## src/rtl/cpu_uart_pkg.sv

```systemverilog
// rtl/cpu_uart_pkg.sv - shared types and constants for the CPU UART blocks
package cpu_uart_pkg;

    typedef enum logic [1:0] {
        UTX_IDLE,
        UTX_START,
        UTX_DATA,
        UTX_STOP
    } utx_state_e;

    localparam int UART_DEFAULT_CLKS_PER_BIT = 868;
    localparam int UART_WORD_W               = 16;

endpackage

```

## src/rtl/uart_word_fifo.sv

```systemverilog
// rtl/uart_word_fifo.sv - synchronous word FIFO with registered full and level
module uart_word_fifo #(
    parameter int WIDTH = 16,
    parameter int DEPTH = 8
) (
    input  logic                     clk,
    input  logic                     reset,
    input  logic                     push,
    input  logic                     pop,
    input  logic [WIDTH-1:0]         wr_data,
    output logic [WIDTH-1:0]         rd_data,
    output logic                     full,
    output logic                     empty,
    output logic [$clog2(DEPTH):0]   level
);

    localparam int AW = $clog2(DEPTH);
    localparam int LW = AW + 1;

    logic [WIDTH-1:0] mem_q [DEPTH];
    logic [AW-1:0]    wr_ptr_q, wr_ptr_d;
    logic [AW-1:0]    rd_ptr_q, rd_ptr_d;
    logic [LW-1:0]    level_q, level_d;
    logic             full_q, full_d;
    logic             push_ok, pop_ok;

    // A push while full is refused even when a pop frees a slot on the same edge.
    assign push_ok = push & ~full_q;
    assign pop_ok  = pop & (level_q != '0);

    always_comb begin
        wr_ptr_d = wr_ptr_q;
        rd_ptr_d = rd_ptr_q;
        level_d  = level_q;
        if (push_ok) wr_ptr_d = wr_ptr_q + 1'b1;
        if (pop_ok)  rd_ptr_d = rd_ptr_q + 1'b1;
        case ({push_ok, pop_ok})
            2'b10:   level_d = level_q + 1'b1;
            2'b01:   level_d = level_q - 1'b1;
            default: level_d = level_q;
        endcase
        full_d = (level_d == LW'(DEPTH));
    end

    always_ff @(posedge clk or negedge reset) begin
        if (!reset) begin
            wr_ptr_q <= '0;
            rd_ptr_q <= '0;
            level_q  <= '0;
            full_q   <= 1'b0;
        end else begin
            wr_ptr_q <= wr_ptr_d;
            rd_ptr_q <= rd_ptr_d;
            level_q  <= level_d;
            full_q   <= full_d;
        end
    end

    always_ff @(posedge clk) begin
        if (push_ok) mem_q[wr_ptr_q] <= wr_data;
    end

    assign rd_data = mem_q[rd_ptr_q];
    assign full    = full_q;
    assign empty   = (level_q == '0);
    assign level   = level_q;

endmodule

```

## src/rtl/uart_result_tx.sv

```systemverilog
// rtl/uart_result_tx.sv - queues 16-bit result words and sends each as two 8N1 frames
module uart_result_tx
    import cpu_uart_pkg::*;
#(
    parameter int CLKS_PER_BIT = UART_DEFAULT_CLKS_PER_BIT,
    parameter int FIFO_DEPTH   = 8
) (
    input  logic                          clk,
    input  logic                          reset,
    input  logic                          word_valid,
    input  logic [UART_WORD_W-1:0]        word_data,
    output logic                          full,
    output logic [$clog2(FIFO_DEPTH):0]   level,
    output logic                          overflow,
    output logic                          busy,
    output logic                          tx
);

    localparam int              BW        = (CLKS_PER_BIT > 1) ? $clog2(CLKS_PER_BIT) : 1;
    localparam logic [BW-1:0]   BAUD_LAST = BW'(CLKS_PER_BIT - 1);

    utx_state_e             state_q, state_d;
    logic [UART_WORD_W-1:0] shreg_q, shreg_d;
    logic                   byte_sel_q, byte_sel_d;
    logic [2:0]             bit_idx_q, bit_idx_d;
    logic [BW-1:0]          baud_q, baud_d;
    logic                   tx_q, tx_d;
    logic                   overflow_q, overflow_d;

    logic                   pop;
    logic                   fifo_empty;
    logic [UART_WORD_W-1:0] fifo_rd_data;
    logic [7:0]             cur_byte;
    logic                   baud_done;

    uart_word_fifo #(
        .WIDTH (UART_WORD_W),
        .DEPTH (FIFO_DEPTH)
    ) u_fifo (
        .clk     (clk),
        .reset   (reset),
        .push    (word_valid),
        .pop     (pop),
        .wr_data (word_data),
        .rd_data (fifo_rd_data),
        .full    (full),
        .empty   (fifo_empty),
        .level   (level)
    );

    // High byte goes out first.
    assign cur_byte  = byte_sel_q ? shreg_q[7:0] : shreg_q[15:8];
    assign baud_done = (baud_q == BAUD_LAST);

    always_comb begin
        state_d    = state_q;
        shreg_d    = shreg_q;
        byte_sel_d = byte_sel_q;
        bit_idx_d  = bit_idx_q;
        baud_d     = baud_q;
        tx_d       = tx_q;
        pop        = 1'b0;
        overflow_d = overflow_q | (word_valid & full);

        case (state_q)
            UTX_IDLE: begin
                tx_d = 1'b1;
                if (!fifo_empty) begin
                    pop        = 1'b1;
                    shreg_d    = fifo_rd_data;
                    byte_sel_d = 1'b0;
                    baud_d     = '0;
                    state_d    = UTX_START;
                    tx_d       = 1'b0;
                end
            end
            UTX_START: begin
                if (baud_done) begin
                    baud_d    = '0;
                    bit_idx_d = 3'd0;
                    state_d   = UTX_DATA;
                    tx_d      = cur_byte[0];
                end else begin
                    baud_d = baud_q + 1'b1;
                end
            end
            UTX_DATA: begin
                if (baud_done) begin
                    baud_d = '0;
                    if (bit_idx_q == 3'd7) begin
                        state_d = UTX_STOP;
                        tx_d    = 1'b1;
                    end else begin
                        bit_idx_d = bit_idx_q + 3'd1;
                        tx_d      = cur_byte[bit_idx_q + 3'd1];
                    end
                end else begin
                    baud_d = baud_q + 1'b1;
                end
            end
            UTX_STOP: begin
                if (baud_done) begin
                    baud_d = '0;
                    if (!byte_sel_q) begin
                        byte_sel_d = 1'b1;
                        state_d    = UTX_START;
                        tx_d       = 1'b0;
                    end else begin
                        state_d = UTX_IDLE;
                        tx_d    = 1'b1;
                    end
                end else begin
                    baud_d = baud_q + 1'b1;
                end
            end
            default: begin
                state_d = UTX_IDLE;
                tx_d    = 1'b1;
            end
        endcase
    end

    always_ff @(posedge clk or negedge reset) begin
        if (!reset) begin
            state_q    <= UTX_IDLE;
            shreg_q    <= '0;
            byte_sel_q <= 1'b0;
            bit_idx_q  <= 3'd0;
            baud_q     <= '0;
            tx_q       <= 1'b1;
            overflow_q <= 1'b0;
        end else begin
            state_q    <= state_d;
            shreg_q    <= shreg_d;
            byte_sel_q <= byte_sel_d;
            bit_idx_q  <= bit_idx_d;
            baud_q     <= baud_d;
            tx_q       <= tx_d;
            overflow_q <= overflow_d;
        end
    end

    assign busy     = (state_q != UTX_IDLE);
    assign tx       = tx_q;
    assign overflow = overflow_q;

endmodule
```

## config.mk

```make
export PLATFORM = sky130hd
export DESIGN_NAME = uart_result_tx
export DESIGN_NICKNAME = d
export VERILOG_FILES = /design/src/rtl/cpu_uart_pkg.sv /design/src/rtl/uart_word_fifo.sv /design/src/rtl/uart_result_tx.sv
export SDC_FILE = /design/constraint.sdc
export NUM_CORES = 1
export LEC_CHECK = 0
export CAP_MARGIN = 40
export CORE_MARGIN = 2
export CORE_UTILIZATION = 55
export CTS_CLUSTER_DIAMETER = 40
export DETAILED_ROUTE_END_ITERATION = 7
export MAX_ROUTING_LAYER = met4
export PLACE_DENSITY = 0.74
export SLEW_MARGIN = 30
export SYNTH_ARGS = -nofsm -noshare
export SYNTH_HDL_FRONTEND = slang
export SYNTH_HIERARCHICAL = 1
export SYNTH_SLANG_ARGS = --single-unit
```

## constraint.sdc

```tcl
create_clock -name clk -period 4 [get_ports clk]
set_clock_uncertainty 0.05 [all_clocks]
set_input_delay 0.6 -clock clk [delete_from_list [all_inputs] [get_ports clk]]
set_output_delay 0.6 -clock clk [all_outputs]
set_load 0.01 [all_outputs]
```

=== After elaboration in Yosys (flattened, before gate mapping) ===
Memory sizes are Yosys's and may differ from the RTL's. A register that Yosys moved wholly into a read port is not among the register bits.
Cells that the tools add are included.

* Add/subtract/negate cells: 6
* Order comparisons: 1
* Equality and inequality tests: 14
* Multiplexer cells: 32
* Bitwise gates (word level): 6
* Reductions and logical operators: 13

{| class="wikitable"
|+ Operators by type and width
! kind !! number
|-
| 10-bit two-way mux || 2
|-
| 10-bit one-hot mux with 2 select lines || 1
|-
| 1-bit two-way mux || 14
|-
| 2-bit != test (second input constant) || 6
|-
| 10-bit by 1-bit adder with 10-bit output (second input constant) || 1
|-
| 10-bit equality test (second input constant) || 1
|-
| 2-bit two-way mux || 5
|-
| 3-bit by 1-bit adder with 3-bit output (second input constant) || 3
|-
| 3-bit two-way mux || 3
|-
| 8-bit two-way mux || 1
|-
| 2-bit one-hot mux with 4 select lines || 1
|-
| 4-bit one-hot mux with 2 select lines || 1
|-
| 2-bit equality test (second input constant) || 3
|-
| 3-bit one-hot mux with 2 select lines || 1
|-
| 3-bit AND reduction || 2
|-
| 2-bit nonzero test || 3
|-
| 5-bit AND reduction || 1
|-
| 4-bit by 1-bit adder with 4-bit output (second input constant) || 1
|-
| 2-bit by 1-bit equality test with 1-bit output (second input constant) || 2
|-
| 4-bit equality test (second input constant) || 1
|-
| 4-bit logical NOT || 1
|-
| 3-bit by 4-bit less-than comparator with 1-bit output (second input constant) || 1
|-
| 1-bit one-hot mux with 4 select lines || 1
|-
| 4-bit AND reduction || 1
|-
| 12 further kinds || 15
|}

* Bits in registers: 29
* Bits in writable memories: 128
* Input port bits: 19
* Word-level logic and storage cells: 83
* Memories kept: 1

{| class="wikitable"
|+ Memory list
! memory !! words !! width !! rd ports !! clocked after memory_dff !! wr ports !! RTL line !! text
|-
| u_fifo.mem_q || 8 || 16 || 1 || 1 || 1 || uart_word_fifo.sv:20 || <nowiki>logic [WIDTH-1:0] mem_q [DEPTH];</nowiki>
|}

=== Depth between registers and ports, before layout ===
* Depth after elaboration: 7
* Depth in mapped cells: 14
* Gate-level depth less buffers: 13

=== Cells and area by module ===
The synthesis kept the hierarchy.

{| class="wikitable"
|+ By module, submodules not included
! module !! times used !! cells each !! area an instance (sq um) !! seq. area each (sq um)
|-
| uart_word_fifo || 1 || 253 || 5,552.8 || 4,119.0
|-
| uart_result_tx || 1 || 148 || 1,818.0 || 852.1
|}

=== Worst setup path before layout ===
OpenSTA, ideal clock, no wires.

* Path kind: register to register
* Start: register u_fifo.level_q[1], in the netlist u_fifo/level[1]
* End: register u_fifo.full_q, in the netlist u_fifo/full
* Data arrival time: 3,166 ps
* Slack: 660 ps
* Stages on the path, launching flop included: 12
* Clock period less this slack: 3,340 ps
* Cell sequence: dfrtp_1 -> nor4_1 -> nor2_2 -> buf_2 -> nand2b_1 -> inv_1 -> ha_1 -> ha_1 -> a21oi_1 -> a211oi_1 -> a31oi_1 -> mux2_2

* Cells in the longest elaborated chain, start to end: 7

{| class="wikitable"
|+ RTL lines
! item !! RTL line !! text
|-
| start: declaration || uart_word_fifo.sv:23 || <nowiki>logic [LW-1:0] level_q, level_d;</nowiki>
|-
| start signal: assignment || uart_word_fifo.sv:54 || <nowiki>level_q <= level_d;</nowiki>
|-
| 4-bit logical NOT * || uart_word_fifo.sv:65 || <nowiki>assign empty = (level_q == '0);</nowiki>
|-
| net fifo_empty || uart_result_tx.sv:31 || <nowiki>logic fifo_empty;</nowiki>
|-
| 1-bit two-way mux * || uart_result_tx.sv:68 || <nowiki>if (!fifo_empty) begin</nowiki>
|-
| 1-bit two-way mux * || uart_result_tx.sv:65 || <nowiki>case (state_q)</nowiki>
|-
| net pop || uart_result_tx.sv:30 || <nowiki>logic pop;</nowiki>
|-
| 1-bit bitwise AND * || uart_word_fifo.sv:29 || <nowiki>assign pop_ok = pop & (level_q != '0);</nowiki>
|-
| net u_fifo.pop_ok || uart_word_fifo.sv:25 || <nowiki>logic push_ok, pop_ok;</nowiki>
|-
| 2-bit by 1-bit equality test with 1-bit output / 2-bit equality test (equally long branches) || uart_word_fifo.sv:37 || <nowiki>case ({push_ok, pop_ok})</nowiki>
|-
| 4-bit one-hot mux with 2 select lines * || uart_word_fifo.sv:37 ||
|-
| 4-bit equality test * || uart_word_fifo.sv:42 || <nowiki>full_d = (level_d == LW'(DEPTH));</nowiki>
|-
| net u_fifo.full_d || uart_word_fifo.sv:24 || <nowiki>logic full_q, full_d;</nowiki>
|-
| end signal: assignment || uart_word_fifo.sv:55 || <nowiki>full_q <= full_d;</nowiki>
|-
| end: declaration || uart_word_fifo.sv:24 ||
|}

Mark *: on every way through the listed nets, which the timed path passes. The rest lies on a longest branch.
A chain may end at the register's enable or synchronous reset.

=== Worst setup path after layout ===
* Start: register state_q[0]
* End: register u_fifo.full_q, in the netlist u_fifo/full

* Cells in the longest elaborated chain, start to end: 6

{| class="wikitable"
|+ RTL lines
! item !! RTL line !! text
|-
| start: declaration || uart_result_tx.sv:22 || <nowiki>utx_state_e state_q, state_d;</nowiki>
|-
| start signal: assignment || uart_result_tx.sv:133 || <nowiki>state_q <= state_d;</nowiki>
|-
| 2-bit logical NOT * || uart_result_tx.sv:65 ||
|-
| 1-bit two-way mux * || uart_result_tx.sv:65 ||
|-
| 1-bit bitwise AND * || uart_word_fifo.sv:29 ||
|-
| net u_fifo.pop_ok || uart_word_fifo.sv:25 ||
|-
| 2-bit by 1-bit equality test with 1-bit output / 2-bit equality test (equally long branches) || uart_word_fifo.sv:37 ||
|-
| 4-bit one-hot mux with 2 select lines * || uart_word_fifo.sv:37 ||
|-
| net u_fifo.level_d[2] || uart_word_fifo.sv:23 ||
|-
| 4-bit equality test * || uart_word_fifo.sv:42 ||
|-
| net u_fifo.full_d || uart_word_fifo.sv:24 ||
|}

Marked as above.

==> results.py <==
metrics = {
    "power": {
        "power_density_mw_per_mm2": 711.4,
        "power.leakage_nw": 3.089,
        "ir_drop_v": 0.0003678,
    },
    "timing": {
        "tns_ps": 0,
        "fin_crit_ps": 3225,
        "worst_slew_pin_slew_ps": 618.1,
        "hold_violations": 0,
        "drv_slew": 0,
        "slew_headroom_pct": 58.79,
        "finalSetupViolCount": 0,
        "layout_setup_ws_ps": 775.3,
        "fmax_mhz": 310.1,
        "rsz0062_at_grt": "false",
        "fin_crit_sh_pct": 80.62,
    },
    "setup_path": {
        "cp-end-kind": "register",
        "worstPathMaxFanout": 18,
        "cp-startpoint": "state_q[0]$_DFFE_PN0P_",
        "cp-endpoint": "u_fifo/full$_DFF_PN0_",
        "r2r_slack_ps": 780,
        "arrival_ps": 3500,
        "path_class": "register to register",
        "worstRegToRegCells": 14,
        "cp-start-kind": "register",
        "reg2reg_to": "u_fifo/full$_DFF_PN0_",
        "reg2reg_from": "state_q[0]$_DFFE_PN0P_",
        "worstPathRequired_ps": 4270,
    },
    "clock_tree": {
        "numCtsBuffers": 17,
        "cts_setup_buffers": 0,
        "clock_latency_ps": 440,
        "cts_sinks": 173,
        "cts_tree": "done",
        "htree_levels": 4,
        "postCtsHoldBufs": 0,
        "clk_path_buf_depth": 2,
        "root_buffer": "clkbuf_16",
        "clkTransAtPathRegs_ps": 70,
        "cts_resized": 0,
    },
    "layout": {
        "area_delta_synth_final_pct": 14.70,
        "fin_cells": 634,
        "nNetsFinal": 478,
        "antenna_cells": 0,
        "final_common_cell": "edfxtp_1",
        "final_layout_size_suffix_gt1_share_pct": 23.14,
        "final_cell_mix": "128 x edfxtp_1, 44 x dfrtp_1, 35 x mux2_2",
    },
    "synth": {
        "yosysWarningCount": 6,
        "yosysSeqAreaShare_pct": 67.44,
        "synthTopCellsByArea": "edfxtp_1 52%, dfrtp_1 15%, mux4_1 8.9%",
        "yosys.area.top_type": "edfxtp_1",
        "synth_edf_count": 128,
        "yosysUniqueCellTypes": 60,
        "synthArstFlopShare_pct": 26.01,
        "ys_ff_latch": 173,
        "synthFlopType": "edfxtp_1",
        "netlist_area_sq_mm": 0.007371,
        "syn_inst": 401,
        "synthesis.nets": 434,
        "syn_avg_cell_area_sq_um": 18.38,
        "yosysTopAreaCellShare_pct": 52.15,
    },
    "placement": {
        "port_buffers": 26,
        "dp_hpwl_um": 7993,
        "dp_cells": 602,
        "gp_congestion": 0.7932,
        "pre_cts_slack_ps": 761.7,
    },
    "routing": {
        "wl_per_cell_um": 21.08,
        "final_antenna_net_count": 0,
        "drc": 0,
        "firstDrtPassIters": 4,
        "routed_wirelength_um": 13370,
        "viasPerCell": 5.817,
        "via_count": 3688,
        "drt_iter0_drc": 238,
    },
    "flow_run": {
        "maxCapViolations": 0,
    },
    "grt": {
        "grt_overflow": 0,
        "grt_pass1_wl_um": 21200,
        "grt_max_degree": 35,
        "antenna_found_initial": 0,
        "grt_pass1_vias": 3862,
        "gr-usage-all-layers_pct": 20.87,
    },
    "die": {
        "die-area_sq_mm": 0.01434,
        "die_w_um": 119.8,
        "num_io_pins": 27,
        "core_sq_mm": 0.01319,
        "rows": 42,
        "start_util_pct": 55.88,
        "dieHeight_um": 119.8,
    },
    "status": {
        "status": "completed",
    },
    "worst_hold_path": {
        "min_path_type": "input port to asynchronous set/reset pin",
    },
}
[cell families (layout without fill, tap and decap cells)]
logic type / after synthesis / after routing / share of synthesized area [%]
and+or+nand+nor: 70 / 70 / 5.432
adders and majority gates: 14 / 14 / 2.478
buffers and inverters: 26 / 83 / 1.918
AOI/OAI and AO/OA: 30 / 30 / 3.175
DFF: 173 / 173 / 67.44
muxes: 74 / 74 / 17.89
xor gates and xnor gates: 14 / 14 / 1.664
[Yosys cell counts, types with 3 or more instances]
master     instances
mux2_2            35
xnor2_1            5
buf_2              4
a21oi_1            3
buf_6              5
clkbuf_1           4
nand3_1            5
nand2b_1           5
o21ai_0            6
nand4_1            5
o2bb2ai_1          3
dfrtp_1           44
edfxtp_1         128
mux4_2            10
mux4_1            25
ha_1              13
inv_1             11
xor2_1             9
nor3_1             3
nor2_1            16
nand2_1           13
[worst max-delay path, cell delays in order (launching register included)]
cell,delay (ps)
dfrtp_1,430
inv_1,140
ha_1,260
inv_1,100
nor2_2,80
buf_4,260
nand2b_1,150
inv_1,120
ha_1,230
inv_1,100
fa_1,380
xor2_1,140
o21ai_0,290
nor2_1,100
mux2_2,270
[report_power, final]
part           switching, mW  total (mW)  internal, mW
logic                  0.913        1.90         0.989
clock network          0.754        1.58         0.826
registers              0.212        2.53          2.32
[routing by layer]
metal	wire length (um)	track usage (%)	vias up	share of wire [%]
met1	5805	25.87	1914	43
met3	445	5.038	20	3.3
met2	6916	34.43	67	52
met5	0	-	-	0
li1	-	-	1687	-
met4	199	6.544	0	1.5
[stage by stage]
step | hold WS, ps | cell area, sq um | utilization, % | power (mW)
2_1_floorplan | 254.4 | 7371 | - | 3.928
3_3_place_gp | 393.2 | 7846 | 59.49 | 4.375
3_5_place_dp | 404.4 | 7881 | 59.75 | 4.477
4_1_cts | 56.29 | 8454 | 64.10 | 6.065
5_1_grt | 81.82 | 8454 | 64.10 | 6.309
6_report | 47.63 | 8454 | 64.10 | 6.015
[registers in the layout (all words and copies together), names as in the netlist]
name	cells
u_fifo/mem_q	128
u_fifo/rd_ptr_q	3
tx	1
overflow	1
byte_sel_q	1
baud_q	10
u_fifo/full	1
u_fifo/level	4
state_q	2
u_fifo/wr_ptr_q	3
bit_idx_q	3
shreg_q	16
[area by class of cell]
| class | instances | area (sq um) |
|---|---|---|
| flip-flops and latches | 173 | 4971 |
| well taps | 176 | 220.2 |
| clock inverters | 15 | 147.6 |
| repair buffers | 40 | 380.4 |
| fillers | 927 | 4736 |
| inverters | 11 | 41.29 |
| multi-input cells | 202 | 2268 |
| clock buffers | 17 | 425.4 |
[worst min-delay path by stage]
stage,end,slack [ps],cells past startpoint
global placement,overflow$_DFF_PN0_,390,1
global route,u_fifo/level[1]$_DFF_PN0_,80,1
CTS,u_fifo/level[1]$_DFF_PN0_,60,1
detailed placement,overflow$_DFF_PN0_,400,1
floorplan,baud_q[0]$_DFFE_PN0P_,250,0
finish,u_fifo/level[1]$_DFF_PN0_,50,1
Power figures use the tool's default switching activity.
